`src/rtl/instr_fetch_stage.sv`:
```
// Instruction fetch stage: PC, req/ack instruction-memory port and IR feeding the decoder.
// Define IFETCH_MISALIGN_CHK_EN to flag misaligned redirect targets on misaligned_out.
module instr_fetch_stage #(
  parameter logic [31:0] RESET_PC  = 32'h0000_0000,
  parameter logic [31:0] NOP_INSTR = 32'h0000_0013
) (
  input  logic        clk_in,
  input  logic        rst_in,
  input  logic        stall_in,
  input  logic        flush_in,
  input  logic [31:0] redirect_pc_in,
  output logic        imem_req_out,
  output logic [31:0] imem_addr_out,
  input  logic        imem_ack_in,
  input  logic [31:0] imem_rdata_in,
  output logic [31:0] instr_out,
  output logic [31:0] pc_out,
  output logic        instr_valid_out,
  output logic [6:0]  opcode_out,
  output logic [2:0]  func_3_out,
  output logic        func_7_5_out,
  output logic        misaligned_out
);

  typedef enum logic {
    S_IDLE = 1'b0,
    S_REQ  = 1'b1
  } state_t;

  state_t      state_q, state_d;
  logic [31:0] pc_q, pc_d;
  logic [31:0] instr_q, instr_d;
  logic [31:0] pc_out_q, pc_out_d;
  logic        valid_q, valid_d;
  logic        req;
  logic        capture;

  // A valid IR under stall is the only thing that can be held, so only then is fetch paused.
  always_comb begin
    req     = (state_q == S_REQ) && !flush_in && !(stall_in && valid_q);
    capture = req && imem_ack_in;
  end

  always_comb begin
    state_d  = S_REQ;
    pc_d     = pc_q;
    instr_d  = instr_q;
    pc_out_d = pc_out_q;
    valid_d  = valid_q;
    if (flush_in) begin
      pc_d    = redirect_pc_in & ~32'h0000_0003;
      instr_d = NOP_INSTR;
      valid_d = 1'b0;
    end else if (capture) begin
      instr_d  = imem_rdata_in;
      pc_out_d = pc_q;
      valid_d  = 1'b1;
      pc_d     = pc_q + 32'd4;
    end else if (req) begin
      instr_d = NOP_INSTR;
      valid_d = 1'b0;
    end
  end

  always_ff @(posedge clk_in) begin
    if (rst_in) begin
      state_q  <= S_IDLE;
      pc_q     <= RESET_PC;
      instr_q  <= NOP_INSTR;
      pc_out_q <= RESET_PC;
      valid_q  <= 1'b0;
    end else begin
      state_q  <= state_d;
      pc_q     <= pc_d;
      instr_q  <= instr_d;
      pc_out_q <= pc_out_d;
      valid_q  <= valid_d;
    end
  end

`ifdef IFETCH_MISALIGN_CHK_EN
  logic misaligned_q, misaligned_d;

  always_comb begin
    misaligned_d = flush_in && (redirect_pc_in[1:0] != 2'b00);
  end

  always_ff @(posedge clk_in) begin
    if (rst_in) begin
      misaligned_q <= 1'b0;
    end else begin
      misaligned_q <= misaligned_d;
    end
  end

  assign misaligned_out = misaligned_q;
`else
  assign misaligned_out = 1'b0;
`endif

  assign imem_req_out    = req;
  assign imem_addr_out   = pc_q;
  assign instr_out       = instr_q;
  assign pc_out          = pc_out_q;
  assign instr_valid_out = valid_q;
  assign opcode_out      = instr_q[6:0];
  assign func_3_out      = instr_q[14:12];
  assign func_7_5_out    = instr_q[30];

endmodule

```
`config.mk`:
```
export PLATFORM = sky130hd
export DESIGN_NAME = instr_fetch_stage
export DESIGN_NICKNAME = d
export VERILOG_FILES = /design/src/rtl/instr_fetch_stage.sv
export SDC_FILE = /design/constraint.sdc
export NUM_CORES = 1
export LEC_CHECK = 0
export ABC_AREA = 1
export BUFFER_PORTS_ARGS = -buffer_cell sky130_fd_sc_hd__buf_4
export CAP_MARGIN = 40
export CORE_AREA = 3 3 102 104
export DETAILED_ROUTE_END_ITERATION = 16
export DIE_AREA = 0 0 105 107
export PLACE_DENSITY_LB_ADDON = 0.15
export SETUP_SLACK_MARGIN = 0.1
export SLEW_MARGIN = 20
export SYNTH_ARGS = -nofsm -noshare
export SYNTH_HDL_FRONTEND = slang
export SYNTH_SLANG_ARGS = --single-unit
```
`constraint.sdc`:
```
create_clock -name clk_in -period 1.85 [get_ports clk_in]
set_input_delay 0.2775 -clock clk_in [delete_from_list [all_inputs] [get_ports clk_in]]
set_output_delay 0.2775 -clock clk_in [all_outputs]
set_load 0.01 [all_outputs]
```
==> summary.txt, run 1 <==
Run status
  • Status: complete, no violations

GRT
  • Largest net degree at the start of global routing: 31
  • Initial antenna violation count: 0
  • GRT Total Usage: 22.6%
  • Vias in the first global route: 4,352
  • Global-route wire length before repair: 20,800 µm
  • GR Overflow Total: 0

Floorplanning
  • Die Width: 105 µm
  • Total die area: 11,200 µm²
  • Core area: 9640 µm²
  • Ports: 179
  • Initial Util: 48.0%
  • Row cnt: 36
  • Die height: 107 µm

Yosys
  • Top cells by area, synth: dfxtp_1, nand2_1, a21oi_1
  • Asr flop ratio synth: 0%
  • Yosys top cell area share: 40.7%
  • Post-synthesis sequential area ratio: 40.7%
  • Number of synthesized flops with an enable pin: 0
  • Synth area leader: dfxtp_1
  • Mapped Avg Cell Area: 6.92 µm²
  • Synthesized instance count: 669
  • Synth Cell Area: 4630 µm²
  • Yosys reg bits: 94
  • Synth Flop Type: dfxtp_1
  • Distinct cells, synth: 34
  • Yosys warns: 0

Hold path
  • Min-delay worst type: input port to flop

Detailed routing
  • Remaining antenna violation count after routing: 0
  • Initial drt markers: 348
  • Total wire length: 13,100 µm
  • DR DRC count: 0
  • First-pass DRT Iterations: 5
  • Vias per cell: 4.94
  • Total number of vias: 4,754
  • Post-detailed-route wirelength per cell: 13.6 µm

Setup path
  • WP data arrival: 1.88 ns
  • Startpoint types: flop
  • Crit Path Category: flop to flop
  • Crit-path max FO: 7
  • Critical path required time: 2.11 ns
  • Crit path capture type: flop

Finish
  • Fillers: 926
  • Antenna cells: 0
  • Nets: 895
  • Share of cells above drive strength 1: 28.3%
  • Syn-to-layout area delta: 33.4%
  • Most common cell after layout, fill and taps aside: nand2_1
  • Multi-input gate area: 2160 µm²
  • Register area: 1880 µm²
  • Final instance area: 6170 µm²
  • Most frequent cells in the layout: nand2_1, buf_4, dfxtp_1, inv_1, a21oi_1

Clock tree
  • Total CTS buffers: 9
  • Clock buffer depth: 2
  • Hold-fix buffers at CTS: 0
  • Clock transition at path regs: 0.10 ns
  • Worst-Skew Late Latency: 0.36 ns
  • Clk Tree Root Cell: clkbuf_8
  • Clock Sink Count: 94
  • CTS tree: done
  • H-tree Lvls: 3

Job
  • Max Cap Violations: 0

Place
  • GP Congestion: 0.894
  • Dpl hpwl: 9820 µm
  • Port Buffers: 171
  • Placed Area: 5870 µm²

STA
  • Final setup TNS: 0 ns
  • Period utilisation layout: 87.4%
  • RSZ-0062 raised after global routing: yes
  • Hold Fails Final Rpt: 0
  • Fmax: 618 MHz
  • Clock skew: 0.0103 ns
  • Max-slew violations: 0
  • # setup viols final: 0
  • Min cycle time layout: 1.62 ns

Power
  • Leakage: 2.78 nW
  • Pwr dens: 721 nW/µm²
  • Total Power: 4.45 mW
  • VDD IR-drop max: 0.000434 V
[area by class of cell]
| class | count | share of cell area, % |
|---|---|---|
| clock buffers | 10 | 2.07 |
| inverters | 74 | 4.60 |
| well taps | 133 | 2.70 |
| flip-flops and latches | 94 | 30.5 |
| multi-input cells | 457 | 35.0 |
| clock inverters | 6 | 1.87 |
| repair buffers | 189 | 23.3 |
[repair_timing]
action,CTS,global route
buffers inserted,0,1
setup endpoints to repair,0,6
resized for setup,0,5
hold endpoints to repair,0,0
[logic make-up after synthesis]
kind of cell | share of synthesized area (%)
buffers and inverters | 13.4
adders and majority gates | 0.270
AOI/OAI and AO/OA | 13.9
xor gates and xnor gates | 0.946
and+or+nand+nor | 30.7
other | 0.0810
DFF | 40.7
[metrics by stage]
step | utilization, % | hold slack, ns | instances | setup WS [ns]
floorplan | - | 0.406 | 673 | 0.318
global placement | 60.9 | 0.452 | 945 | 0.152
detailed placement | 60.9 | 0.457 | 945 | 0.0986
CTS | 63.4 | 0.122 | 961 | 0.152
global route | 64.0 | 0.139 | 963 | 0.0862
finish | 64.0 | 0.136 | 963 | 0.232
[Yosys cell counts (5+ instances only)]
library cell,instances
a21oi_1,63
buf_6,10
a211oi_2,5
clkbuf_1,14
buf_4,18
nor2_1,56
a31oi_1,5
nand3_1,40
inv_1,73
nor2_4,7
o21ai_0,36
nand4_1,6
nand2_1,199
dfxtp_1,94
nor2_2,7
[power by group]
part           total, mW  internal (mW)  switching [mW]  leakage [nW]
Combinational      0.617          0.295           0.323          1.90
Sequential          2.17           2.10          0.0750         0.767
Clock               1.66          0.909           0.752         0.117
[registers in the layout, indices dropped and copies added (netlist names)]
name / flops
pc_out: 30
imem_addr_out: 30
state_q: 1
instr_valid_out: 1
instr_out: 32
[layer usage]
layer	GRT usage (%)	wire [µm]
met2	38.0	6150
met3	4.15	921
met4	7.31	203
met1	29.4	5800
met5	0	0
[worst paths after layout]
check	start	endpoint	slack (ns)	cells after the start
max	imem_addr_out[3]	imem_addr_out[24]	0.23	10
min	imem_rdata_in[4]	instr_out[4]	0.14	3
max reg2reg	imem_addr_out[3]	imem_addr_out[24]	0.23	10
min reg2reg	pc_out[10]	pc_out[10]	0.47	2
[critical path, stage by stage (launching register included)]
cell	delay [ns]
dfxtp_1	0.36
ha_1	0.19
nand2_2	0.09
nor2_4	0.21
nand3_1	0.16
nor2_1	0.20
nand2_1	0.07
nand3_1	0.07
nand3_1	0.07
nand2_1	0.06
inv_1	0.04
(Power assumes the default switching activity.)
==> run 2: changes to the inputs <==
CORE_AREA = 3 3 112 114   (was 3 3 102 104)
DIE_AREA = 0 0 115 117   (was 0 0 105 107)
==> run 2 against run 1 <==
Net effect: sequential cell count unchanged; combinational power down 2%; critical endpoint is now imem_addr_out[28]; sequential share of layout area decreased by 0.12 points; non-clock buffer count shrank 3.
==> summary.txt, run 2 (same netlist as run 1, synthesis figures left out) <==
Run status
  • Status: complete, no violations

Setup path
  • Worst path max stage delay: 0.34 ns (-0.02 ns)
  • Total stage count of the critical path: 10 (unchanged)
  • CP Cell Sequence: ha_1 > nand2_2 > nor2_4 > nand3_1 > nor2_4 > nand2_1 > nand2_1 > nand3b_1 > nand2_1 > inv_1
  • Startpoint types: flop
  • Crit path to: imem_addr_out[28]
  • R2r setup slk: 0.26 ns (+0.02 ns)
  • Crit Path Category: flop to flop
  • R2r endpoint: imem_addr_out[28]
  • CP most frequent cell: nand2_1
  • R2R depth: 10 (unchanged)
  • Critical path required time: 2.09 ns (-0.02 ns)
  • Top delay family on crit path: simple AND/OR/NAND/NOR gates
  • Buf+Inv Stages, Crit Path: 1 (unchanged)
  • Crit path capture type: flop
  • Critical R2R Launch: imem_addr_out[2]
  • WP data arrival: 1.84 ns (-0.04 ns)
  • Crit-path max FO: 7 (unchanged)
  • Critical path startpoint: imem_addr_out[2]
  • Crit-path slowest cell: dfxtp_1

Finish
  • Syn-to-layout area delta: 33.9%
  • Share of cells above drive strength 1: 27.7% (-0.62 points)
  • Nets: 892 (-0.34%)
  • Multi-input gate area: 2150 µm² (-0.46%)
  • Fillers: 1,148 (+24%)
  • Most common cell after layout, fill and taps aside: nand2_1
  • Final instance area: 6200 µm² (+0.41%)
  • Register area: 1880 µm² (unchanged)
  • Most frequent cells in the layout: nand2_1, buf_4, dfxtp_1, inv_1, a21oi_1
  • Antenna cells: 0 (unchanged)
  • Largest register FFs: 32 (unchanged)

Detailed routing
  • Vias per cell: 4.86 (-1.6%)
  • Total wire length: 13,400 µm (+2.8%)
  • Post-detailed-route wirelength per cell: 13.9 µm (+2.1%)
  • Remaining antenna violation count after routing: 0 (unchanged)
  • Initial drt markers: 323 (-7.2%)
  • First-pass DRT Iterations: 4 (-1)
  • DR DRC count: 0 (unchanged)
  • Total number of vias: 4,711 (-0.90%)

GRT
  • Largest net degree at the start of global routing: 35 (+13%)
  • Initial antenna violation count: 0 (unchanged)
  • Vias in the first global route: 4,342 (-0.23%)
  • Global-route wire length before repair: 21,400 µm (+2.8%)
  • GR Overflow Total: 0 (unchanged)
  • GRT Total Usage: 19.9% (-2.8 points)

Floorplanning
  • Core area: 11,500 µm² (+19%)
  • Die Width: 115 µm (+9.5%)
  • Total die area: 13,500 µm² (+20%)
  • Ports: 179 (unchanged)
  • Initial Util: 40.2% (-7.8 points)
  • Die height: 117 µm (+9.3%)
  • Row cnt: 39 (+8.3%)

Clock tree
  • Clock Sink Count: 94 (unchanged)
  • Total CTS buffers: 9 (unchanged)
  • Clk Tree Root Cell: clkbuf_16
  • Worst-Skew Late Latency: 0.34 ns (-0.02 ns)
  • Clock transition at path regs: 0.07 ns (-0.03 ns)
  • H-tree Lvls: 3 (unchanged)
  • Clock buffer depth: 2 (unchanged)
  • Hold-fix buffers at CTS: 0 (unchanged)
  • CTS tree: done

Power
  • Clock power frac: 38.7% (+1.4 points)
  • Total Power: 4.54 mW (+1.9%)
  • Net switching power: 1.16 mW (+1.1%)
  • Switching Fraction: 25.6% (-0.20 points)
  • Cell Int Power: 3.37 mW (+2.2%)
  • Comb power frac: 13.4% (-0.5 points)
  • Reg power frac: 48.0% (-0.8 points)
  • VDD IR-drop max: 0.000438 V (+1.0%)
  • Leakage: 2.79 nW (+0.42%)
  • Pwr dens: 732 nW/µm² (+1.5%)

STA
  • RSZ-0062 raised after global routing: yes
  • Final setup TNS: 0 ns (unchanged)
  • # setup viols final: 0 (unchanged)
  • Fmax: 627 MHz (+1.5%)
  • Period utilisation layout: 86.2% (-1.3 points)
  • Worst setup margin: 0.256 ns (+0.0239 ns)
  • WHS: 0.151 ns (+0.0146 ns)
  • Min cycle time layout: 1.59 ns (-0.0239 ns)
  • Hold Fails Final Rpt: 0 (unchanged)
  • Clock skew: 0.00642 ns (-0.00387 ns)
  • Max-slew violations: 0 (unchanged)

Place
  • Port Buffers: 171 (unchanged)
  • Placed Area: 5890 µm² (+0.38%)
  • Dpl hpwl: 10,200 µm (+3.7%)
  • GP Congestion: 0.835 (-6.6%)
  • Place WS: 0.234 ns (+0.135 ns)

Job
  • Max Cap Violations: 0 (unchanged)

Hold path
  • Min-delay worst type: input port to flop
## run 2: cell types whose count changed in the layout (fill, tap and decap cells not counted), moves of 2 or more
cell,delta
buf_4,-4
bufinv_16,-3
clkbuf_16,+9
clkbuf_8,-7
clkinv_2,+2
clkinvlp_4,-2
inv_6,-2
## run 2: worst min path at each step
stage / end / from / slack, ns / depth (start not counted)
global placement: pc_out[4] / pc_out[4] / 0.45 / 2
CTS: instr_out[0] / imem_rdata_in[0] / 0.14 / 3
global route: instr_out[4] / imem_rdata_in[4] / 0.15 / 3
finish: instr_out[0] / imem_rdata_in[0] / 0.15 / 3
floorplan: instr_out[0] / imem_rdata_in[0] / 0.41 / 2
detailed placement: pc_out[6] / pc_out[6] / 0.46 / 2
## run 2: final cells by class
type	count	area share, %
clock buffers	13	4.20
clock inverters	3	0.303
inverters	74	4.52
multi-input cells	457	34.7
flip-flops and latches	94	30.4
well taps	143	2.89
repair buffers	186	23.1
## run 2: power by group through the flow
stage | sequential [mW] | clock, mW | combinational [mW]
after detailed placement | 2.22 | 0 | 0.609
after floorplan | 2.24 | 0 | 0.290
after global placement | 2.22 | 0 | 0.600
after CTS | 2.17 | 1.82 | 0.611
final | 2.18 | 1.75 | 0.607
after global routing | 2.18 | 1.90 | 0.679
## run 2: worst min-delay path, cell delays in order
cell	delay, ns
buf_4	0.08
o22ai_1	0.06
nand2_1	0.05
## run 2: layer usage
layer	global-route usage (%)	wire length [µm]
met2	32.8	6260
met3	3.75	926
met4	7.75	227
met1	25.8	6030
met5	0	0
## run 2: repair_timing
action / CTS / global route
setup endpoints to repair: 0 / 2
setup buffers: 0 / 0
gates resized for setup: 0 / 2
## run 2: per-stage QoR
stage	utilization [%]	instances
floorplan	-	673
global placement	51.2	953
detailed placement	51.2	953
CTS	53.6	969
global route	53.8	970
finish	53.8	970
==> run 3: changes to the inputs <==
CELL_PAD_IN_SITES_DETAIL_PLACEMENT = 1   (was not set)
CELL_PAD_IN_SITES_GLOBAL_PLACEMENT = 1   (was not set)
CORE_AREA = 3 3 121 123   (was 3 3 112 114)
DIE_AREA = 0 0 124 126   (was 0 0 115 117)
==> run 3 against run 2 <==
Net effect: sequential share of layout area fell by 0.85 points; design area increased by 2.9%; clock power grew 18%; first-iteration DRC count down 45%; critical path depth shrank 1; worst setup slack worse by 0.062 ns; final cell count grew 5.1%; sequential cell count stayed put; non-clock buffer count grew 12; sequential power about the same; critical path type unchanged; critical endpoint unchanged; largest power group unchanged.
==> summary.txt, run 3 (same netlist as run 1, synthesis figures left out) <==
Clock tree
  • Worst-Skew Late Latency: 0.35 ns (about the same)
  • H-tree Lvls: 3 (unchanged)
  • Clk Tree Root Cell: clkbuf_16
  • CTS tree: done
  • Clock transition at path regs: 0.07 ns (about the same)
  • Total CTS buffers: 9 (unchanged)
  • Clock Sink Count: 94 (unchanged)
  • Clock buffer depth: 2 (unchanged)

Power
  • Net switching power: 1.25 mW (+7.4%)
  • Comb power frac: 13.3% (about the same)
  • VDD IR-drop max: 0.000463 V (+5.5%)
  • Clock power frac: 42.2% (+3.5 points)
  • Leakage: 2.87 nW (+2.7%)
  • Total Power: 4.88 mW (+7.5%)
  • Pwr dens: 764 nW/µm² (+4.4%)
  • Reg power frac: 44.5% (-3.5 points)
  • Cell Int Power: 3.63 mW (+7.5%)
  • Switching Fraction: 25.6% (about the same)

Floorplanning
  • Core area: 13,800 µm² (+20%)
  • Row cnt: 43 (+10%)
  • Total die area: 15,600 µm² (+16%)
  • Initial Util: 33.6% (-6.6 points)
  • Ports: 179 (unchanged)
  • Die height: 126 µm (+7.7%)
  • Die Width: 124 µm (+7.8%)

Hold path
  • Min-delay worst type: input port to flop
  • Hold depth: 3 (unchanged)

Setup path
  • WP data arrival: 1.91 ns (+0.07 ns)
  • CP most frequent cell: nand2_1
  • Worst path max stage delay: 0.43 ns (+0.09 ns)
  • Crit-path max FO: 6 (-1)
  • Startpoint types: flop
  • Crit-path slowest cell: dfxtp_1
  • R2R depth: 9 (-1)
  • Crit Path Category: flop to flop
  • Crit path capture type: flop
  • CP Cell Sequence: nand2_1 > nor2_1 > nand3_1 > nor2_4 > nand2_1 > nand2_1 > nand3b_1 > nand2_1 > inv_1
  • Critical path required time: 2.10 ns (about the same)

Finish
  • Syn-to-layout area delta: 37.9%
  • Largest register FFs: 32 (unchanged)
  • Antenna cells: 0 (unchanged)
  • Most frequent cells in the layout: nand2_1, buf_4, dfxtp_1, inv_1, a21oi_1
  • Final Util: 46.3% (-7.5 points)
  • Most common cell after layout, fill and taps aside: nand2_1
  • Nets: 904 (+1.3%)
  • Fillers: 1,780 (+55%)
  • Share of cells above drive strength 1: 29.1% (+1.4 points)

Detailed routing
  • Post-detailed-route wirelength per cell: 15.5 µm (+12%)
  • Total wire length: 15,700 µm (+17%)
  • Initial drt markers: 179 (-45%)
  • Total number of vias: 4,865 (+3.3%)
  • First-pass DRT Iterations: 4 (unchanged)
  • Vias per cell: 4.77 (-1.7%)
  • Remaining antenna violation count after routing: 0 (unchanged)
  • DR DRC count: 0 (unchanged)

GRT
  • Largest net degree at the start of global routing: 35 (unchanged)
  • Vias in the first global route: 4,883 (+12%)
  • GR Overflow Total: 0 (unchanged)
  • GRT Total Usage: 19.7% (-0.15 points)
  • Global-route wire length before repair: 24,500 µm (+14%)
  • Initial antenna violation count: 0 (unchanged)

Place
  • Port Buffers: 171 (unchanged)
  • GP Congestion: 0.822 (-1.6%)
  • Dpl hpwl: 11,800 µm (+16%)

Run status
  • Status: complete, no violations

Job
  • Max Cap Violations: 0 (unchanged)

STA
  • Fmax: 604 MHz (-3.7%)
  • Max-slew violations: 0 (unchanged)
  • Min cycle time layout: 1.66 ns (+0.0615 ns)
  • RSZ-0062 raised after global routing: yes
  • Hold Fails Final Rpt: 0 (unchanged)
  • Final setup TNS: 0 ns (unchanged)
  • Clock skew: 0.00484 ns (-0.00158 ns)
  • Period utilisation layout: 89.5% (+3.3 points)
  • # setup viols final: 0 (unchanged)
==> run 3: cell count changes in the layout (fill, tap and decap cells not counted), moves of 2 or more <==
cell       previous run  this run
bufinv_16             0         2
inv_6                 0         2
nand3_4               0         2
buf_4               183       197
nand3_2               3         1
==> run 3: power groups by stage <==
stage               Combinational (mW)  Clock [mW]  Sequential (mW)
floorplan                        0.290           0             2.24
global placement                 0.637           0             2.21
detailed placement               0.653           0             2.21
CTS                              0.657        2.12             2.17
global route                     0.721        2.19             2.18
finish                           0.650        2.06             2.17
==> run 3: what timing repair did <==
action / in CTS / in global routing
gates resized for setup: 0 / 7
endpoints found under the setup margin: 0 / 34
setup buffers: 0 / 2
hold buffers: 0 / 0
==> run 3: critical path: cells and delay by family, from the launching register on <==
kind	cells	cell delay, ns
simple gates	8	1.11
buf+inv	1	0.04
flops	1	0.43
==> run 3: metrics by stage <==
step | instances | area (µm²) | hold WS [ns] | worst slack [ns]
final | 1019 | 6380 | 0.140 | 0.195
after global routing | 1019 | 6380 | 0.154 | 0.0800
after CTS | 1017 | 6330 | 0.131 | 0.112
after detailed placement | 1001 | 6010 | 0.458 | 0.155
after global placement | 1001 | 6010 | 0.452 | 0.192
after floorplan | 673 | 4640 | 0.406 | 0.318
==> run 3: routing by layer <==
layer / vias to the layer above / wire (µm) / GRT usage (%)
li1: 2433 / - / -
met1: 2280 / 6900 / 24.5
met2: 133 / 7490 / 33.3
met3: 19 / 1060 / 4.22
met4: 0 / 291 / 7.28
met5: - / 0 / 0
==> run 3: worst paths after layout <==
kind	startpoint	to	slack [ns]
max	imem_addr_out[7]	imem_addr_out[28]	0.19
min	imem_rdata_in[4]	instr_out[4]	0.14
min reg2reg	instr_out[22]	instr_out[22]	0.47
max reg2reg	imem_addr_out[7]	imem_addr_out[28]	0.19
==> run 3: area by class of cell <==
type                            count  area [µm²]  area share (%)
Inverter                           74         283            4.43
Sequential cell                    94        1880            29.5
Clock inverter                      5        81.3            1.28
Timing Repair Buffer              198        1500            23.5
Multi-Input combinational cell    457        2160            33.9
Tap cell                          180         225            3.53
Clock buffer                       11         243            3.81
